**config.mk**
```make
export PLATFORM = sky130hd
export DESIGN_NAME = clk_ratio_meter
export DESIGN_NICKNAME = d
export VERILOG_FILES = /design/src/rtl/clk_meas_pkg.sv /design/src/rtl/clk_ratio_meter_rise_det.sv /design/src/rtl/clk_ratio_meter.sv
export SDC_FILE = /design/constraint.sdc
export NUM_CORES = 1
export LEC_CHECK = 0
export ABC_CLOCK_PERIOD_IN_PS = 2720
export BUFFER_PORTS_ARGS = -buffer_cell sky130_fd_sc_hd__buf_2
export CAP_MARGIN = 20
export CORE_MARGIN = 10
export CORE_UTILIZATION = 58
export DETAILED_ROUTE_END_ITERATION = 12
export GPL_TIMING_DRIVEN = 0
export MAX_ROUTING_LAYER = met4
export PLACE_DENSITY_LB_ADDON = 0.2
export SLEW_MARGIN = 40
export SYNTH_ARGS = -nofsm -noshare
export SYNTH_HDL_FRONTEND = slang
export SYNTH_SLANG_ARGS = --single-unit
```
**constraint.sdc**
```tcl
create_clock -name clk -period 2.72 [get_ports clk]
set_clock_uncertainty 0.15 [all_clocks]
set_input_delay 0.272 -clock clk [delete_from_list [all_inputs] [get_ports clk]]
set_output_delay 0.272 -clock clk [all_outputs]
set_load 0.01 [all_outputs]
```
**src/rtl/clk_meas_pkg.sv**
```systemverilog
// Shared types and default constants for the divided-clock ratio meter.
package clk_meas_pkg;

    typedef enum logic [1:0] {
        IDLE    = 2'd0,
        MEASURE = 2'd1,
        LOCKED  = 2'd2
    } state_t;

    localparam int DEF_CNT_W    = 8;
    localparam int DEF_LOCK_CNT = 4;
    localparam int DEF_TIMEOUT  = 255;

endpackage

```
**src/rtl/clk_ratio_meter_rise_det.sv**
```systemverilog
// Rising-edge detector for a clk-synchronous input; prev resets high so a
// signal already high at reset release is not mistaken for an edge.
module rise_det (
    input  logic clk,
    input  logic reset,
    input  logic sig_in,
    output logic rise
);

    logic prev_q;
    logic prev_d;

    always_comb begin
        prev_d = sig_in;
    end

    always_ff @(posedge clk) begin
        if (reset) begin
            prev_q <= 1'b1;
        end else begin
            prev_q <= prev_d;
        end
    end

    assign rise = sig_in & ~prev_q;

endmodule

```
**src/rtl/clk_ratio_meter.sv**
```systemverilog
// Measures period and high time of a slow clk-synchronous waveform and
// declares lock once the same 50 % duty period repeats LOCK_CNT times.
module clk_ratio_meter
    import clk_meas_pkg::*;
#(
    parameter int CNT_W    = DEF_CNT_W,
    parameter int LOCK_CNT = DEF_LOCK_CNT,
    parameter int TIMEOUT  = DEF_TIMEOUT
) (
    input  logic             clk,
    input  logic             reset,
    input  logic             sig_in,
    output logic [CNT_W-1:0] period,
    output logic [CNT_W-1:0] high_time,
    output logic             meas_valid,
    output logic             duty_ok,
    output logic             locked,
    output logic             err
);

    localparam int               MC_W    = $clog2(LOCK_CNT + 1);
    localparam logic [CNT_W-1:0] CNT_MAX = '1;
    localparam logic [CNT_W-1:0] TO_VAL  = CNT_W'(TIMEOUT);
    localparam logic [MC_W-1:0]  MC_LOCK = MC_W'(LOCK_CNT);

    logic rise;

    rise_det u_rise_det (
        .clk    (clk),
        .reset  (reset),
        .sig_in (sig_in),
        .rise   (rise)
    );

    state_t           state_q,      state_d;
    logic [CNT_W-1:0] cnt_q,        cnt_d;
    logic [CNT_W-1:0] hcnt_q,       hcnt_d;
    logic [CNT_W-1:0] ref_period_q, ref_period_d;
    logic             ref_valid_q,  ref_valid_d;
    logic [MC_W-1:0]  match_cnt_q,  match_cnt_d;
    logic [CNT_W-1:0] period_q,     period_d;
    logic [CNT_W-1:0] high_time_q,  high_time_d;
    logic             meas_valid_q, meas_valid_d;
    logic             duty_ok_q,    duty_ok_d;
    logic             locked_q,     locked_d;
    logic             err_q,        err_d;

    logic             duty_now;
    logic             match_now;
    logic [MC_W-1:0]  mc_inc;

    always_comb begin
        state_d      = state_q;
        cnt_d        = cnt_q;
        hcnt_d       = hcnt_q;
        ref_period_d = ref_period_q;
        ref_valid_d  = ref_valid_q;
        match_cnt_d  = match_cnt_q;
        period_d     = period_q;
        high_time_d  = high_time_q;
        meas_valid_d = 1'b0;
        duty_ok_d    = duty_ok_q;
        locked_d     = locked_q;
        err_d        = 1'b0;

        // Compare in CNT_W+1 bits so 2*hcnt cannot wrap.
        duty_now  = ({hcnt_q, 1'b0} == {1'b0, cnt_q});
        match_now = ref_valid_q && (cnt_q == ref_period_q) && duty_now;
        mc_inc    = match_cnt_q + MC_W'(1);

        if (rise) begin
            cnt_d  = CNT_W'(1);
            hcnt_d = CNT_W'(1);
        end else begin
            cnt_d = (cnt_q == CNT_MAX) ? cnt_q : cnt_q + CNT_W'(1);
            if (sig_in && (hcnt_q != CNT_MAX)) begin
                hcnt_d = hcnt_q + CNT_W'(1);
            end
        end

        case (state_q)
            IDLE: begin
                // The period in progress at start-up is partial; skip it.
                if (rise) begin
                    state_d = MEASURE;
                end
            end
            MEASURE, LOCKED: begin
                if (rise) begin
                    period_d     = cnt_q;
                    high_time_d  = hcnt_q;
                    meas_valid_d = 1'b1;
                    duty_ok_d    = duty_now;
                    if (match_now) begin
                        if (state_q == MEASURE) begin
                            match_cnt_d = mc_inc;
                            if (mc_inc == MC_LOCK) begin
                                state_d  = LOCKED;
                                locked_d = 1'b1;
                            end
                        end
                    end else begin
                        ref_period_d = cnt_q;
                        ref_valid_d  = 1'b1;
                        match_cnt_d  = '0;
                        if (state_q == LOCKED) begin
                            state_d  = MEASURE;
                            locked_d = 1'b0;
                            err_d    = 1'b1;
                        end
                    end
                end else if (cnt_q >= TO_VAL) begin
                    state_d     = IDLE;
                    locked_d    = 1'b0;
                    err_d       = 1'b1;
                    ref_valid_d = 1'b0;
                    match_cnt_d = '0;
                end
            end
            default: begin
                state_d = IDLE;
            end
        endcase
    end

    always_ff @(posedge clk) begin
        if (reset) begin
            state_q      <= IDLE;
            cnt_q        <= '0;
            hcnt_q       <= '0;
            ref_period_q <= '0;
            ref_valid_q  <= 1'b0;
            match_cnt_q  <= '0;
            period_q     <= '0;
            high_time_q  <= '0;
            meas_valid_q <= 1'b0;
            duty_ok_q    <= 1'b0;
            locked_q     <= 1'b0;
            err_q        <= 1'b0;
        end else begin
            state_q      <= state_d;
            cnt_q        <= cnt_d;
            hcnt_q       <= hcnt_d;
            ref_period_q <= ref_period_d;
            ref_valid_q  <= ref_valid_d;
            match_cnt_q  <= match_cnt_d;
            period_q     <= period_d;
            high_time_q  <= high_time_d;
            meas_valid_q <= meas_valid_d;
            duty_ok_q    <= duty_ok_d;
            locked_q     <= locked_d;
            err_q        <= err_d;
        end
    end

    assign period     = period_q;
    assign high_time  = high_time_q;
    assign meas_valid = meas_valid_q;
    assign duty_ok    = duty_ok_q;
    assign locked     = locked_q;
    assign err        = err_q;

endmodule

```
==> run metrics, run 1 <==
max incr delay on CP=0.44 ns; busiest layer in global routing=met2; Starting Density=0.5986; CP max FO=10; Crit Path Category=reg2reg; clk buf depth=2; initial drt markers=156; largest net degree at the start of global routing=16; Mean Syn Cell Area=8.226 um2; GRT met3 Usage=0.03809; Netlist cell types=40; sequential power share=0.539; part of the cycle the worst path needs=0.9223; Slew @ Worst Pin=0.6806 ns; clock latency on the worst-skew pair=0.31 ns; Hold Crit Class=in2reg; TritonCTS clock tree=built; pwr/cell area=542.0 nW/um2; Comb pwr share=0.098; CP Data Required Time=2.81 ns; Antenna Cells=0; setup TNS=0 ns; Crit path max-delay family=buffers and inverters; Rows=23; placed cell count=361; Slew Viols, Final=0; sw power=0.3549 mW; ratio of cells with drive above 1 in the final layout=0.1226; Leak=1.051 nW; Post-CTS Setup Repair Bufs=0; dominant synthesized flop cell=dfxtp_1; Post-Synthesis Cells=289; PnR Total Power=1.440 mW; most common cell after layout, fill and taps aside=nand2_1; CTS root buffer=clkbuf_8; critical path, cell by cell=inv_1 -> ha_1 -> clkbuf_1 -> and2_1 -> clkbuf_1 -> clkbuf_1 -> nand2_1 -> a21oi_1; Filler cells=339; routed vias=2006; Synth top area share=0.4295; Synth-to-Final Area Change=11.74%; post-layout min period=2.509 ns; internal power=1.085 mW; max-cap viol count=0; vias in the first global route=1898; Clock Sinks=51; combinational family with the most area after synthesis=simple AND/OR/NAND/NOR gates; Final nets=330; Post-Synth XOR/XNOR Area=0.09211; Total GRT Usage=0.1507; Multi-input gate area=1231 um2; met1 usage=0.1751; Total Routed Length=4951 um; mux share of post-synthesis cell area=0.004211; Synthesized Nets=301; status=finished clean; Post-CTS Resized=0; post-route insts no fill=368; antenna violations before repair=0; post-DR vias/cell=5.451; sw frac=0.2465; Routed Antenna Nets=0; hold_buf cts=0; Final Hold Vio Count=0; CTS Buf Count=5; Post-synth EDFFs=0; Setup crit end kind=flop; PortBufs=22; synthesized flop and latch total=51; Clk pwr share=0.362; sequential fraction of the synthesis area=0.4295; Worst-path clk slew=0.09 ns; GR Util met2=0.2441; Ys Warns=0; async set or reset register ratio after synthesis=0; Ports=23; Max Clock Freq=398.6 MHz; first-pass GRT wire length=8825 um; # setup viols final=0; routability cong.=0.9052; Rel. slew slack=0.5415; Critical-path top delay cell=dfxtp_1; arrival time at the worst endpoint=2.60 ns; die area=7059 um2; startpoint types=flop; leading area contributor after synthesis=dfxtp_1; VDD IR-drop max=569.0 uV; most frequent cells in the layout=57 x nand2_1, 51 x dfxtp_1, 35 x a21oi_1; Die Y=84.02 um; Overflow after GRT=0; register area=1021 um2; Initial DRT Pass Iterations=4; most used cell, CP=clkbuf_1; DP Wirelength=3675 um; Synth Area in Adders=0.04737; Post-Synth Simple-Gate Area=0.2347; drc violations=0; Synth Area in Compound Gates=0.1395; core area=3971 um2; die width=84.02 um; synthesized cell area=2377 um2; RSZ-0062 raised after global routing=false; H-tree Lvls=2; DR WL/cell=13.45 um; WP buf/inv=4; top cells by area, synth=dfxtp_1 43%, nand2_1 9.0%, a21oi_1 7.4%
==> cell families (layout without fill, tap and decap cells) <==
kind of cell | Yosys count | count (layout)
AOI/OAI and AO/OA | 59 | 59
and+or+nand+nor | 116 | 116
DFF | 51 | 51
adders and majority gates | 9 | 9
buffers and inverters | 28 | 57
muxes | 1 | 1
xor gates and xnor gates | 25 | 25
==> routing by layer <==
metal / vias to the layer above / share of wire
met3: 7 / 0.045
met1: 922 / 0.48
li1: 1032 / -
met2: 45 / 0.46
met4: 0 / 0.015
met5: - / 0
==> stage by stage <==
step / setup slack (ns) / util / instance area (um2) / hold WS [ns]
after floorplan: 0.6478 / - / 2377 / 0.2022
after global placement: 0.2396 / 0.6421 / 2550 / 0.2910
after detailed placement: 0.2557 / 0.6421 / 2550 / 0.2930
after CTS: 0.2313 / 0.6689 / 2656 / 0.04809
after global routing: 0.009832 / 0.6689 / 2656 / 0.05616
final: 0.2114 / 0.6689 / 2656 / 0.04937
==> area by class of cell <==
| cell class | count | share of cell area |
|---|---|---|
| clock buffers | 5 | 0.02591 |
| flip-flops and latches | 51 | 0.3844 |
| multi-input cells | 210 | 0.4635 |
| inverters | 5 | 0.007065 |
| well taps | 50 | 0.02355 |
| repair buffers | 22 | 0.04145 |
| clock inverters | 2 | 0.01413 |
| plain buffers | 23 | 0.04004 |
==> power by group through the flow <==
stage | combinational (mW) | sequential [mW] | clock (mW)
global placement | 0.142 | 0.793 | 0
finish | 0.142 | 0.777 | 0.521
detailed placement | 0.142 | 0.793 | 0
CTS | 0.143 | 0.776 | 0.529
floorplan | 0.110 | 0.790 | 0
global route | 0.162 | 0.779 | 0.554
==> flip-flops by register name, summed over array words and instances, names as in the netlist, 2 cells and up <==
signal / cells
hcnt_q: 8
cnt_q: 8
match_cnt_q: 3
period: 8
high_time: 8
ref_period_q: 8
state_q: 2
==> synth_stat cells, types with 3 or more instances <==
cell type,count
a21oi_1,35
a31oi_1,5
and3_1,4
buf_2,4
clkbuf_1,17
dfxtp_1,51
ha_1,9
inv_1,5
nand2_1,57
nand2b_1,3
nand3_1,9
nand4_1,7
nor2_1,18
nor3_1,4
o21ai_0,8
xnor2_1,16
xor2_1,9
==> final timing paths <==
kind,slack [ns],cells after the start,endpoint,startpoint
worst min register to register,0.30,2,period[2],period[2]
worst max register to register,0.21,8,duty_ok,state_q[0]
worst max-delay path,0.21,8,duty_ok,state_q[0]
worst min-delay path,0.05,2,meas_valid,reset
No activity file was read; power rests on OpenSTA's default activity.
==> run 2, diff against run 1 <==
HOLD_SLACK_MARGIN = 0.15   (was not set)
==> run metrics, run 2 (synthesized netlist as in run 1, its figures left out) <==
status=finished clean; CTS root buffer=clkbuf_8; die area=7059 um2; Starting Density=0.5986; DP Wirelength=3675 um; Setup crit end kind=flop; clk buf depth=2; die width=84.02 um; Post-CTS Setup Repair Bufs=0; arrival time at the worst endpoint=2.60 ns; Final Hold Vio Count=0; first-pass GRT wire length=8880 um; RSZ-0062 raised after global routing=false; PortBufs=22; core area=3971 um2; setup TNS=0 ns; most common cell after layout, fill and taps aside=nand2_1; critical path endpoint=duty_ok; hold_buf cts=2; vias in the first global route=1902; Worst-path clk slew=0.09 ns; internal power=1.087 mW; Hold Crit Class=reg2reg; Crit Path Category=reg2reg; Slew Viols, Final=0; Total GRT Usage=0.1515; CTS Buf Count=5; TritonCTS clock tree=built; antenna violations before repair=0; Leak=1.059 nW; pre-CTS setup slack=0.2557 ns; crit path from=state_q[0]; Ports=23; startpoint types=flop; drc violations=0; # setup viols final=0; largest net degree at the start of global routing=16; Post-CTS Resized=0; H-tree Lvls=2; Clk pwr share=0.362; PnR Total Power=1.442 mW; most frequent cells in the layout=57 x nand2_1, 51 x dfxtp_1, 35 x a21oi_1; sw frac=0.2467; Die Y=84.02 um; Antenna Cells=0; clock latency on the worst-skew pair=0.31 ns; Routed Antenna Nets=0; ratio of cells with drive above 1 in the final layout=0.1219; Design Area, Final=2676 um2; part of the cycle the worst path needs=0.9230; routed vias=2003; worst hold slack=0.3031 ns; pwr/cell area=538.9 nW/um2; reg-to-reg setup timing slack=0.21 ns; placed cell count=361; routability cong.=0.9052; Rel. slew slack=0.5416; reg2reg start=state_q[0]; Overflow after GRT=0; placed instance area=2550 um2; sequential power share=0.538; max-cap viol count=0; fin util=0.6739; CP max FO=10; Slew @ Worst Pin=0.6804 ns; VDD IR-drop max=569.1 uV; worst reg2reg path depth=8; Clock Sinks=51; Rows=23; Initial DRT Pass Iterations=4; Final nets=332; post-DR vias/cell=5.414; Comb pwr share=0.100; initial drt markers=96; sw power=0.3558 mW; setup slack after layout=0.2095 ns; reg-to-reg endpoint=duty_ok; Total Routed Length=4965 um; Max Clock Freq=398.3 MHz; DR WL/cell=13.42 um; CP Data Required Time=2.81 ns; post-route insts no fill=370; post-layout min period=2.510 ns; Synth-to-Final Area Change=12.58%
## run 2: cell types whose count changed in the layout (fill, tap and decap cells not counted)
cell	before	now
dlygate4sd3_1	0	2
## run 2: worst min path at each step
stage              start         end  slack [ns]  cells after the start
3_3_place_gp   period[6]   period[6]        0.29                      2
3_5_place_dp   period[6]   period[6]        0.29                      2
2_1_floorplan      reset  meas_valid        0.20                      1
5_1_grt        period[3]   period[3]        0.33                      2
6_report       period[2]   period[2]        0.30                      2
4_1_cts        period[6]   period[6]        0.31                      2
## run 2: worst max-delay path, stage by stage (launching register included)
cell and delay [ns]:
dfxtp_1 0.44, inv_1 0.09, ha_1 0.28, clkbuf_1 0.26
and2_1 0.17, clkbuf_1 0.35, clkbuf_1 0.42, nand2_1 0.14
a21oi_1 0.15
## run 2: final cells by class
type | count | area [um2]
clock inverter | 2 | 37.54
fill | 337 | 1295
clock buffer | 5 | 68.82
tap | 50 | 62.56
buffer | 23 | 106.4
timing repair buffer | 24 | 130.1
inverter | 5 | 18.77
multi-input combinational | 210 | 1231
sequential | 51 | 1021
## run 2: power by group through the flow
| stage | clock network [mW] | logic, mW | registers, mW |
|---|---|---|---|
| floorplan | 0 | 0.110 | 0.790 |
| global placement | 0 | 0.142 | 0.793 |
| detailed placement | 0 | 0.142 | 0.793 |
| CTS | 0.529 | 0.145 | 0.776 |
| global route | 0.554 | 0.165 | 0.779 |
| finish | 0.522 | 0.144 | 0.777 |
## run 2: per-layer routing
layer  up-vias  part of all wire  global-route usage  wire (um)
met4         0             0.015             0.05479         75
met5         -                 0                   -          0
li1       1036                 -                   -          -
met3         7             0.045             0.03809        224
met2        50              0.45              0.2441       2243
met1       910              0.49              0.1774       2422
